**src/rtl/pipe_pkg.sv**
```systemverilog
// Shared types for the MIPS pipeline control slice: forwarding selects,
// exception sequencer states and the canonical bubble instruction.
package pipe_pkg;

  typedef enum logic [1:0] {
    FWD_RF = 2'b00,
    FWD_W  = 2'b01,
    FWD_M  = 2'b10
  } fwd_sel_t;

  typedef enum logic [1:0] {
    IDLE   = 2'b00,
    ENTER  = 2'b01,
    KERNEL = 2'b10
  } exc_state_t;

  // sll r0, r0, 0 -- what a flushed pipeline register carries
  localparam logic [31:0] NOP_INSTR = 32'h0000_0000;

endpackage

```
**src/rtl/mdu_busy_ctr.sv**
```systemverilog
// Busy countdown for the multi-cycle multiply/divide unit: a start loads
// MDU_LAT, the count then falls to zero and busy is high while nonzero.
module mdu_busy_ctr #(
  parameter int MDU_LAT = 4
) (
  input  logic       clk,
  input  logic       reset,
  input  logic       start,
  input  logic       clear,
  output logic       busy,
  output logic [3:0] count
);

  localparam logic [3:0] LAT = 4'(MDU_LAT);

  logic [3:0] cnt;

  // A start while already busy simply reloads the full latency.
  always_ff @(posedge clk or negedge reset) begin
    if (!reset) begin
      cnt <= '0;
    end else if (clear) begin
      cnt <= '0;
    end else if (start) begin
      cnt <= LAT;
    end else if (cnt != '0) begin
      cnt <= cnt - 4'd1;
    end
  end

  assign busy  = (cnt != '0);
  assign count = cnt;

endmodule

```
**src/rtl/pipe_hazard_unit.sv**
```systemverilog
// Stall/forward/flush controller for the 5-stage pipeline, with MDU busy
// tracking and a precise-exception entry / eret return sequencer.
module pipe_hazard_unit
  import pipe_pkg::*;
#(
  parameter int               REG_AW     = 5,
  parameter int               XLEN       = 32,
  parameter int               MDU_LAT    = 4,
  parameter logic [XLEN-1:0]  EXC_VECTOR = 32'h8000_0180
) (
  input  logic              clk,
  input  logic              reset,
  input  logic              valid_d,
  input  logic              uses_rs_d,
  input  logic              uses_rt_d,
  input  logic [REG_AW-1:0] rs_d,
  input  logic [REG_AW-1:0] rt_d,
  input  logic              branch_d,
  input  logic              jump_reg_d,
  input  logic              mdu_d,
  input  logic              eret_d,
  input  logic [REG_AW-1:0] rs_e,
  input  logic [REG_AW-1:0] rt_e,
  input  logic [REG_AW-1:0] writereg_e,
  input  logic              regwrite_e,
  input  logic              load_e,
  input  logic              mdu_start_e,
  input  logic [REG_AW-1:0] writereg_m,
  input  logic              regwrite_m,
  input  logic              load_m,
  input  logic [REG_AW-1:0] writereg_w,
  input  logic              regwrite_w,
  input  logic              exc_req,
  input  logic [XLEN-1:0]   exc_pc,
  output logic              stall_f,
  output logic              stall_d,
  output logic              flush_d,
  output logic              flush_e,
  output logic              flush_m,
  output logic              fwd_a_d,
  output logic              fwd_b_d,
  output logic [1:0]        fwd_a_e,
  output logic [1:0]        fwd_b_e,
  output logic              pc_redirect,
  output logic [XLEN-1:0]   pc_target,
  output logic              mdu_busy,
  output logic              kernel_mode,
  output logic [XLEN-1:0]   epc
);

  exc_state_t       state, nextState;
  logic [XLEN-1:0]  epcReg;
  logic             mduBusy;
  logic [3:0]       mduCnt;
  logic             mduStart;
  logic             srcHitE, srcHitM;
  logic             loadUse, branchHaz, mduHaz, hazStall, eretFire;

  // Register 0 is hardwired, so it never creates a dependency.
  function automatic logic regMatch(input logic [REG_AW-1:0] src,
                                    input logic [REG_AW-1:0] dst);
    return (src != '0) && (src == dst);
  endfunction

  function automatic fwd_sel_t eSel(input logic [REG_AW-1:0] src);
    if (regwrite_m && !load_m && regMatch(src, writereg_m)) return FWD_M;
    else if (regwrite_w && regMatch(src, writereg_w))       return FWD_W;
    else                                                    return FWD_RF;
  endfunction

  assign srcHitE = (uses_rs_d & regMatch(rs_d, writereg_e)) |
                   (uses_rt_d & regMatch(rt_d, writereg_e));
  assign srcHitM = (uses_rs_d & regMatch(rs_d, writereg_m)) |
                   (uses_rt_d & regMatch(rt_d, writereg_m));

  assign loadUse   = load_e & regwrite_e & srcHitE;
  assign branchHaz = (branch_d | jump_reg_d) &
                     ((regwrite_e & srcHitE) | (load_m & srcHitM));
  assign mduHaz    = mdu_d & (mduCnt != '0);
  assign hazStall  = loadUse | branchHaz | mduHaz;
  // eret only leaves kernel once nothing ahead of it is holding D.
  assign eretFire  = (state == KERNEL) & eret_d & valid_d & ~hazStall;

  // No synchronous abort path exists for the MDU; flushed starts never load.
  assign mduStart = mdu_start_e & ~flush_e;

  mdu_busy_ctr #(.MDU_LAT(MDU_LAT)) uMduCtr (
    .clk   (clk),
    .reset (reset),
    .start (mduStart),
    .clear (1'b0),
    .busy  (mduBusy),
    .count (mduCnt)
  );

  always_ff @(posedge clk or negedge reset) begin
    if (!reset) begin
      state  <= IDLE;
      epcReg <= '0;
    end else begin
      state <= nextState;
      if (state == IDLE && exc_req) epcReg <= exc_pc;
    end
  end

  always_comb begin
    nextState = state;
    case (state)
      IDLE:    if (exc_req) nextState = ENTER;
      ENTER:   nextState = KERNEL;
      KERNEL:  if (eretFire) nextState = IDLE;
      default: nextState = IDLE;
    endcase
  end

  // Everything is held at zero while reset is asserted, even the
  // purely input-driven forwarding selects.
  always_comb begin
    stall_f     = 1'b0;
    stall_d     = 1'b0;
    flush_d     = 1'b0;
    flush_e     = 1'b0;
    flush_m     = 1'b0;
    fwd_a_d     = 1'b0;
    fwd_b_d     = 1'b0;
    fwd_a_e     = FWD_RF;
    fwd_b_e     = FWD_RF;
    pc_redirect = 1'b0;
    pc_target   = '0;
    mdu_busy    = 1'b0;
    kernel_mode = 1'b0;
    if (reset) begin
      fwd_a_e     = eSel(rs_e);
      fwd_b_e     = eSel(rt_e);
      fwd_a_d     = regwrite_m & ~load_m & regMatch(rs_d, writereg_m);
      fwd_b_d     = regwrite_m & ~load_m & regMatch(rt_d, writereg_m);
      mdu_busy    = mduBusy;
      kernel_mode = (state == KERNEL);
      if (state == ENTER) begin
        flush_d     = 1'b1;
        flush_e     = 1'b1;
        flush_m     = 1'b1;
        pc_redirect = 1'b1;
        pc_target   = EXC_VECTOR;
      end else begin
        stall_f = hazStall;
        stall_d = hazStall;
        flush_e = hazStall;
        if (eretFire) begin
          pc_redirect = 1'b1;
          pc_target   = epcReg;
          flush_d     = 1'b1;
        end
      end
    end
  end

  assign epc = epcReg;

endmodule
```
**config.mk**
```make
export PLATFORM = sky130hd
export DESIGN_NAME = pipe_hazard_unit
export DESIGN_NICKNAME = d
export VERILOG_FILES = /design/src/rtl/pipe_pkg.sv /design/src/rtl/mdu_busy_ctr.sv /design/src/rtl/pipe_hazard_unit.sv
export SDC_FILE = /design/constraint.sdc
export NUM_CORES = 1
export LEC_CHECK = 0
export CORE_MARGIN = 4
export CORE_UTILIZATION = 37
export CTS_CLUSTER_DIAMETER = 200
export CTS_CLUSTER_SIZE = 14
export DETAILED_ROUTE_END_ITERATION = 7
export HOLD_SLACK_MARGIN = 0.15
export PLACE_DENSITY_LB_ADDON = 0.3
export SYNTH_ARGS = -nofsm -noshare
export SYNTH_HDL_FRONTEND = slang
export SYNTH_SLANG_ARGS = --single-unit
```
**constraint.sdc**
```tcl
create_clock -name clk -period 4.75 [get_ports clk]
set_clock_uncertainty 0.1 [all_clocks]
set_input_delay 1.425 -clock clk [delete_from_list [all_inputs] [get_ports clk]]
set_output_delay 1.425 -clock clk [all_outputs]
set_load 0.005 [all_outputs]
```
# Yosys cells after proc, flatten, opt, wreduce, memory -nomap -nowiden
# Index checks and enable logic that the tools add are counted.
# W data, S select, Z words.
[word_totals]
elab_cells = 92
ff_bits = 38
output_inout_bits = 78
[classes]
muxes = 27
n_reduce_logical = 23
addsub = 1
n_eq_ne = 12
bitwise_logic = 26
[op_table]
columns = ["cell", "count"]
rows = [
  ["$mux W32", 3],
  ["$eq A5 B5 Y1", 8],
  ["$reduce_bool A5 Y1", 4],
  ["$and A1 B1 Y1", 17],
  ["$mux W1", 15],
  ["$logic_and A1 B1 Y1", 14],
  ["$mux W2", 6],
  ["$mux W4", 2],
  ["$or A1 B1 Y1", 6],
  ["$pmux W2 S3", 1],
  ["$ne A2 B2 Y1 const B", 2],
  ["$reduce_bool A4 Y1", 1],
  ["$sub A4 B1 Y4 const B", 1],
  ["$not A1 Y1", 3],
  ["$eq A2 B1 Y1 const B", 1],
  ["$eq A2 B2 Y1 const B", 1],
  ["$logic_not A2 Y1", 1],
  ["$reduce_and A2 Y1", 1],
  ["$reduce_bool A2 Y1", 1],
  ["$logic_not A1 Y1", 1],
]

# Longest topological paths before layout
[depth]
word_depth = 14
depth_mapped = 8
mapped_depth_nobuf = 7

# Hierarchy
# A second synthesis with hierarchy kept.
[hier_totals]
hier_cells = 303
area_unflattened_um2 = 2557.5
[by_module_without_submodules]
columns = ["module", "area_per_inst_um2", "cells_each", "n_inst"]
rows = [
  ["pipe_hazard_unit", 2319.7, 280, 1],
  ["mdu_busy_ctr", 237.7, 23, 1],
]

# Least setup slack after synthesis
# Ideal clock, no wire load.
[synth_timing]
path_type = "input to output"
startpoint = "in rt_d[1]"
endpoint = "out pc_redirect"
stages = 7
slack_ns = 0.274
arrival_ns = 2.951
required_ns = 3.225
cell_sequence = "or4_4 -> o21ai_4 -> or4_4 -> o311ai_4 -> buf_6 -> o21ai_1 -> buf_4"
[synth_via]
elab_chain_len = 14
word_cells_on_any_way = 21
cone_classes = "eq/ne (2); mux (3); bitwise (13); reduce/logical (3)"
[synth_rtl]
columns = ["item", "line", "rtl"]
rows = [
  ["from (decl)", "pipe_hazard_unit.sv:17", "input logic [REG_AW-1:0] rt_d,"],
  ["$eq A5 B5 Y1 or $reduce_bool A5 Y1 (tied branches)", "pipe_hazard_unit.sv:62", "return (src != '0) && (src == dst);"],
  ["$logic_and A1 B1 Y1", "pipe_hazard_unit.sv:62", ""],
  ["$and A1 B1 Y1, on equally long branches", "pipe_hazard_unit.sv:72, pipe_hazard_unit.sv:74", ""],
  ["$or A1 B1 Y1, on equally long branches", "pipe_hazard_unit.sv:71, pipe_hazard_unit.sv:73", ""],
  ["$and A1 B1 Y1", "pipe_hazard_unit.sv:78", "((regwrite_e & srcHitE) | (load_m & srcHitM));"],
  ["$or A1 B1 Y1", "pipe_hazard_unit.sv:78", ""],
  ["$and A1 B1 Y1", "pipe_hazard_unit.sv:77", "assign branchHaz = (branch_d | jump_reg_d) &"],
  ["$or A1 B1 Y1 * (2 in a row)", "pipe_hazard_unit.sv:80", "assign hazStall = loadUse | branchHaz | mduHaz;"],
  ["$not A1 Y1 *", "pipe_hazard_unit.sv:82", "assign eretFire = (state == KERNEL) & eret_d & valid_d & ~hazStall;"],
  ["$and A1 B1 Y1 *", "pipe_hazard_unit.sv:82", ""],
  ["$mux W1 * (3 in a row)", "n/a", ""],
  ["to (decl)", "pipe_hazard_unit.sv:44", "output logic pc_redirect,"],
]
# Mark *: on every way between the ends. The rest lies on a longest branch, timed or not.

# Worst setup path after layout
[layout_timing]
startpoint = "in rt_d[2]"
endpoint = "out pc_target[30]"
[layout_via]
elab_chain_len = 14
word_cells_on_any_way = 21
cone_classes = "eq/ne (2); mux (3); bitwise (13); reduce/logical (3)"
[layout_rtl]
columns = ["item", "line", "rtl"]
rows = [
  ["$eq A5 B5 Y1 or $reduce_bool A5 Y1 (tied branches)", "pipe_hazard_unit.sv:62", ""],
  ["$logic_and A1 B1 Y1", "pipe_hazard_unit.sv:62", ""],
  ["$and A1 B1 Y1, on equally long branches", "pipe_hazard_unit.sv:72, pipe_hazard_unit.sv:74", ""],
  ["$or A1 B1 Y1, on equally long branches", "pipe_hazard_unit.sv:71, pipe_hazard_unit.sv:73", ""],
  ["$and A1 B1 Y1", "pipe_hazard_unit.sv:78", ""],
  ["$or A1 B1 Y1", "pipe_hazard_unit.sv:78", ""],
  ["$and A1 B1 Y1", "pipe_hazard_unit.sv:77", ""],
  ["$or A1 B1 Y1 * (2 in a row)", "pipe_hazard_unit.sv:80", ""],
  ["$not A1 Y1 *", "pipe_hazard_unit.sv:82", ""],
  ["$and A1 B1 Y1 *", "pipe_hazard_unit.sv:82", ""],
  ["$mux W32 *", "pipe_hazard_unit.sv:149", "if (eretFire) begin"],
  ["$mux W32 *", "pipe_hazard_unit.sv:139", "if (state == ENTER) begin"],
  ["$mux W32 *", "pipe_hazard_unit.sv:132", "if (reset) begin"],
  ["to (decl)", "pipe_hazard_unit.sv:45", "output logic [XLEN-1:0] pc_target,"],
]
# Marks and branches as above.

==> flow_metrics.env <==
export IMPL_syn_nets=388
export IMPL_crit_chain="buf_6 > or4_4 > o21ai_4 > or4_4 > o311ai_4 > buf_6 > buf_6 > nor3_2 > buf_2"
export IMPL_grt_antenna_before_repair=0
export IMPL_yosys_cell_count_top_type="nand2_1"
export IMPL_portBuffers=160
export IMPL_grt_pass1_wl_um=16500
export IMPL_overflow=0
export IMPL_max_freq_mhz=211
export IMPL_p_leak_nw=2.31
export IMPL_cts_tree="built"
export IMPL_slew_headroom=0.636
export IMPL_crit_family="simple AND/OR/NAND/NOR gates"
export IMPL_grt_busiest_layer="met2"
export IMPL_path_clk_slew_ns=0.07
export IMPL_startpoint="rt_d[2]"
export IMPL_initial_core_util=0.387
export IMPL_crit_type="in2out"
export IMPL_ys_seq_area_frac=0.382
export IMPL_yosysTopAreaCellShare=0.382
export IMPL_cp_start_kind="input pin"
export IMPL_power_mw=1.90
export IMPL_viasPerCell=5.19
export IMPL_fin_setup_tns_ns=0
export IMPL_crit_cells=9
export IMPL_maxSlewViolCount=0
export IMPL_synthTopCellsByArea="dfrtp_1 (38%), xnor2_1 (9.2%), nor3_1 (7.4%)"
export IMPL_routabilityCongestion=0.939
export IMPL_diodes=0
export IMPL_core_sq_um=6420
export IMPL_async_flop_share=1.00
export IMPL_groute_usage_overall=0.251
export IMPL_postCtsHoldBufs=0
export IMPL_die_height_um=90.0
export IMPL_insertion_delay_ns=0.28
export IMPL_netlist_area_sq_um=2490
export IMPL_fin_hold_ws_ns=0.473
export IMPL_max_vdd_ir_drop_uv=290
export IMPL_dp_hpwl_um=7560
export IMPL_period_share=0.995
export IMPL_first_pass_iters=4
export IMPL_die_area_sq_um=8100
export IMPL_yosys_area_top_type="dfrtp_1"
export IMPL_powerDensity_nw_per_um2=386
export IMPL_wirelength_um=10900
export IMPL_cts_htree_levels=2
export IMPL_boundaryPins=161
export IMPL_crit_path_frequent_cell="buf_6"
export IMPL_nets=610
export IMPL_ys_top_cells_by_count="nand2_1 (43), dfrtp_1 (38), nor3_1 (37)"
export IMPL_finalHoldViolations=0
export IMPL_path_buf_inv=4
export IMPL_drtAntennaViolNets=0
export IMPL_netlist_instances=304
export IMPL_cts_sinks=38
export IMPL_synth_cell_types=38
export IMPL_r2r_slack_ns=2.37
export IMPL_min_delay_start="epc[26]"
export IMPL_cp_end_kind="primary output"
export IMPL_cp_arrival_ns=3.20
export IMPL_ys_warnings_count=0
export IMPL_crit_path_max_incr_delay_ns=0.55
export IMPL_grt_util_met1=0.280
export IMPL_synth_top_flop_cell="dfrtp_1"
export IMPL_syn_to_final_growth_pct=97.7
export IMPL_cts_buffer_depth=2
export IMPL_wire_per_inst_um=18.1
export IMPL_row_count=29
export IMPL_grt_max_degree=66
export IMPL_required_ns=3.22
export IMPL_drtIter0Drc=158
export IMPL_tightest_slew_ns=0.546
export IMPL_die_w_um=90.0
export IMPL_clockRootBuffer="clkbuf_8"
export IMPL_min_to="epc[26]"
export IMPL_placed_area_sq_um=4480
export IMPL_hold_path_class="reg2reg"
export IMPL_cap_violations=0
export IMPL_gr_usage_met3=0.0693
export IMPL_drive_gt1_frac=0.331
export IMPL_slowest_stage="or4_4"
export IMPL_critPathMaxFanout=4
export IMPL_synth_edf_count=0
export IMPL_whs_path_depth=2
export IMPL_outcome="complete, no violations"
export IMPL_setup_viol=0
export IMPL_fin_crit_ns=4.73
export IMPL_gr_usage_met2=0.454
export IMPL_r2r_worst_path_cells=9
export IMPL_r2r_start="uMduCtr.count[0]"
export IMPL_vias=3131
export IMPL_drc=0
export IMPL_ys_ff_latch=38
export IMPL_synth_area_per_cell_sq_um=8.18
export IMPL_cts_buffers=5
export IMPL_r2r_end="state[1]"
export IMPL_grt_pass1_vias=3241
export IMPL_final_area_sq_um=4920
## cells by family after synthesis
logic type                 Yosys count  synth area share
buffers and inverters               51            0.0890
adders and majority gates            1           0.00503
DFF                                 38             0.382
and+or+nand+nor                    122             0.246
AOI/OAI and AO/OA                   51             0.133
xor gates and xnor gates            41             0.144
## stage by stage
stage	worst slack, ns	cells	utilization
floorplan	0.274	304	-
global placement	-0.624	575	0.698
detailed placement	-0.672	575	0.698
CTS	-0.0413	601	0.749
global route	-0.00788	603	0.766
finish	0.0216	603	0.766
## cell usage in the layout (no fill, tap or decap), types with 4 or more instances in the layout
cell type,Yosys,final
xor2_1,15,14
inv_1,35,35
clkbuf_2,0,9
xnor2_1,26,26
clkbuf_8,0,6
nor3_2,0,22
buf_6,3,20
nor2b_1,4,4
nand4_1,5,5
nor3_1,37,12
nand2_1,43,42
nand2b_1,4,4
dfrtp_1,38,38
buf_4,2,47
dlygate4sd2_1,0,11
o21ai_0,34,33
dlymetal6s2s_1,0,5
clkdlybuf4s50_1,0,91
nand3_1,6,4
buf_12,0,4
buf_2,0,37
## how the worst max path moves through the flow
stage	end	slack, ns
floorplan	pc_redirect	0.27
global placement	stall_d	-0.62
CTS	pc_target[23]	-0.04
global route	flush_e	-0.008
detailed placement	stall_d	-0.67
finish	pc_target[30]	0.02
## state kept, by name (all words and copies together), names as in the netlist
name,cells
state,2
epc,32
uMduCtr.count,4
## worst register-to-register path, stage by stage (launching register included)
cell and delay (ns):
dfrtp_1 0.41, inv_1 0.07, ha_1 0.20, nor3b_1 0.19, buf_4 0.16, nand2b_1 0.29, o311ai_4 0.22, buf_6 0.19
buf_6 0.13, o32a_1 0.33
## timing repair
action / CTS / global route
cloned: 3 / 2
setup buffers: 17 / 2
pin swaps: 22 / 15
resized for setup: 240 / 47
setup endpoints to repair: 43 / 43
## final cells by class
| class | instances | area, sq um |
|---|---|---|
| Clock buffer | 6 | 82.6 |
| Clock inverter | 1 | 30.0 |
| Fill cell | 437 | 1510 |
| Inverter | 35 | 131 |
| Multi-Input combinational cell | 216 | 1580 |
| Sequential cell | 38 | 951 |
| Tap cell | 77 | 96.3 |
| Timing Repair Buffer | 230 | 2040 |
## routing by layer
metal / share of wire / wire length, um
met1: 0.38 / 4180
met2: 0.52 / 5640
met3: 0.065 / 711
met4: 0.038 / 411
met5: 0 / 0
## where the power goes
part | total (mW) | internal, mW | leakage, nW | switching, mW
clock network | 0.281 | 0.168 | 0.0573 | 0.113
registers | 0.571 | 0.477 | 0.470 | 0.0940
logic | 1.05 | 0.555 | 1.78 | 0.490
total | 1.90 | 1.20 | 2.31 | 0.697
No activity file was read; power rests on OpenSTA's default activity.
==> RTL edit, RTL diff (same flow settings) <==
Re-encode `exc_state_t` (3 states) as one-hot, 3 bits wide.
--- a/src/rtl/pipe_pkg.sv
+++ b/src/rtl/pipe_pkg.sv
@@ -8,10 +8,10 @@
     FWD_M  = 2'b10
   } fwd_sel_t;
 
-  typedef enum logic [1:0] {
-    IDLE   = 2'b00,
-    ENTER  = 2'b01,
-    KERNEL = 2'b10
+  typedef enum logic [2:0] {
+    IDLE   = 3'b001,
+    ENTER  = 3'b010,
+    KERNEL = 3'b100
   } exc_state_t;
 
   // sll r0, r0, 0 -- what a flushed pipeline register carries
Function: same outputs for any inputs over 10 cycles, from zero or initial values and one cycle with reset low; not proved beyond that.
==> RTL edit against the unedited design <==
- the flow now finishes with violations (setup timing)
- total power fell by 6.0%
- register-to-register slack improved by 20 ps
- clock power rose by 3%
- first-iteration DRC count fell by 63%
- sequential cell count rose by 1
- critical path depth rose by 1
- wire length fell by 22%
- setup slack got worse by 27 ps
- synthesized area fell by 1.2%
- final area fell by 2.7%
- maximum frequency fell by 0.57%
- critical endpoint is now pc_target[9]
- largest cell class unchanged
- highest routed layer unchanged
==> RTL edit: results (changes against the unedited design) <==
| Metric | Value |
|---|---|
| Crit path max-delay family | `simple AND/OR/NAND/NOR gates` |
| Max Buffers Root-to-Sink | `2 (unchanged)` |
| Met2 wire length | `4839 um (-14%)` |
| Synth top cells by count | `38 x dfrtp_1, 32 x and2_1, 32 x mux2_2, 31 x xnor2_1, 10 x xor2_1` |
| Clock slew at reported path FFs | `70 ps (about the same)` |
| Fin nets | `520 (-15%)` |
| Sequential element share of the synthesized area | `0.3975 (+0.01516)` |
| First DRT Iteration DRCs | `58 (-63%)` |
| Slowest CP cell | `or4_4` |
| Clock H-tree levels | `2 (unchanged)` |
| Hold Path Class | `reg2reg` |
| Setup ws final | `-5.391 ps (-27.00 ps)` |
| CTS Root Buffer Type | `clkbuf_8` |
| DR pass1 iterations | `4 (unchanged)` |
| Post-synth ARST share | `1.000 (unchanged)` |
| Via density | `4.796 (-7.6%)` |
| Finish-stage setup viols | `2 (+2)` |
| Largest net degree at the start of global routing | `50 (-24%)` |
| Die extent in x | `89.52 um (-0.53%)` |
| Yosys warns | `0 (unchanged)` |
| Status | `finished, violations left` |
| Post-DR wirelength/cell | `16.61 um (-8.5%)` |
| Setup slack, reg-to-reg | `2390 ps (+20 ps)` |
| Max IR drop VDD | `0.0003025 V (+4.3%)` |
| Later-pin clock latency in the skew report | `280 ps (about the same)` |
| Ant. Diodes | `0 (unchanged)` |
| Buffers added on ports | `160 (unchanged)` |
| Crit path DAT | `3230 ps (+30 ps)` |
| Number of fill cells | `444 (+1.6%)` |
| Wl on met1 | `3060 um (-27%)` |
| Synth top area cells | `dfrtp_1 39%, mux2_2 15%, xnor2_1 11%` |
| Max FFs per register | `32 (unchanged)` |
| Setup TNS | `-8.450 ps (-8.450 ps)` |
| Gpl congestion | `0.8513 (-9.4%)` |
| Leak | `2.095 nW (-9.3%)` |
| Vias in the first global route | `2578 (-20%)` |
| CP max stage delay | `530 ps (-20 ps)` |
| Hpwl dp | `6352 um (-16%)` |
| Uppermost layer routed | `met4` |
| Initial antenna violation count | `0 (unchanged)` |
| Failing checks | `setup timing` |
| Syn_nets | `316 (-19%)` |
| Yosys cell types | `39 (+2.6%)` |
| Setup WS pre-CTS | `-755.0 ps (-82.74 ps)` |
| Met3 Wirelength | `564 um (-21%)` |
| Critical Path Fanout Max | `8 (+4)` |
| First-pass GRT wire length | `12650 um (-23%)` |
| Layout cells sized above 1 | `0.4256 (+0.09483)` |
| TritonCTS Buffers | `5 (unchanged)` |
| Worst Tran Pin Value | `577.0 ps (+30.78 ps)` |
| GRT Overall Usage | `0.2085 (-0.04226)` |
==> RTL edit: cell types whose count changed after synthesis, sizes merged, moves of 6 or more <==
cell / unedited run / this run
inv: 35 / 5
and2: 4 / 32
nand2: 43 / 2
nor3: 37 / 6
mux2: 0 / 32
o21ai: 36 / 4
clkbuf: 11 / 5
==> RTL edit: layout make-up <==
class	instances	area, um^2	area share
Clock inverter	2	35.03	0.007322
Sequential cell	39	977.2	0.2042
Inverter	5	18.77	0.003923
Tap cell	77	96.34	0.02014
Multi-Input combinational cell	177	1578	0.3298
Timing Repair Buffer	208	1997	0.4174
Clock buffer	6	82.58	0.01726
==> RTL edit: layer usage <==
layer / track usage / vias up
li1: - / 1219
met1: 0.2294 / 1163
met2: 0.3985 / 76
met3: 0.05714 / 7
met4: 0.04060 / 0
met5: 0 / -
==> RTL edit: repair_timing <==
action                     CTS  global route
gates resized for setup    248            54
setup buffers                9             0
pin swaps                   42            25
cloned                       4             0
setup endpoints to repair   43            40
hold buffers                 0             0
==> RTL edit: cell families (layout without fill, tap and decap cells) <==
| family | after synthesis | count (layout) | synth area share |
|---|---|---|---|
| buffers and inverters | 16 | 221 | 0.03664 |
| adders and majority gates | 1 | 1 | 0.005088 |
| AOI/OAI and AO/OA | 20 | 20 | 0.06259 |
| and+or+nand+nor | 83 | 83 | 0.2056 |
| xor gates and xnor gates | 41 | 41 | 0.1461 |
| muxes | 32 | 32 | 0.1466 |
| DFF | 39 | 39 | 0.3975 |
==> RTL edit: final timing paths <==
kind                                  startpoint  cells past startpoint      endpoint
worst min-delay path                     epc[23]                      1       epc[23]
worst min register to register           epc[23]                      1       epc[23]
min in group asynchronous                  reset                      2       epc[27]
max in group asynchronous                  reset                      2       epc[14]
worst max-delay path                     rs_d[2]                     10  pc_target[9]
worst max register to register  uMduCtr.count[0]                     10      state[2]
==> RTL edit: metrics by stage <==
step                      area [um^2]  hold WS [ps]  total power, mW  cells
final                            4785         434.0            1.784    514
after CTS                        4705         436.7            1.790    517
after global routing             4785         449.0            1.897    514
after floorplan                  2459         397.7           0.9629    232
after global placement           4393         404.7            1.452    496
after detailed placement         4393         409.9            1.487    496
==> RTL edit: where the power goes <==
part	switching (mW)	internal (mW)	total, mW
combinational	0.290	0.570	0.860
sequential	0.133	0.502	0.635
clock	0.118	0.170	0.289
total	0.542	1.24	1.78
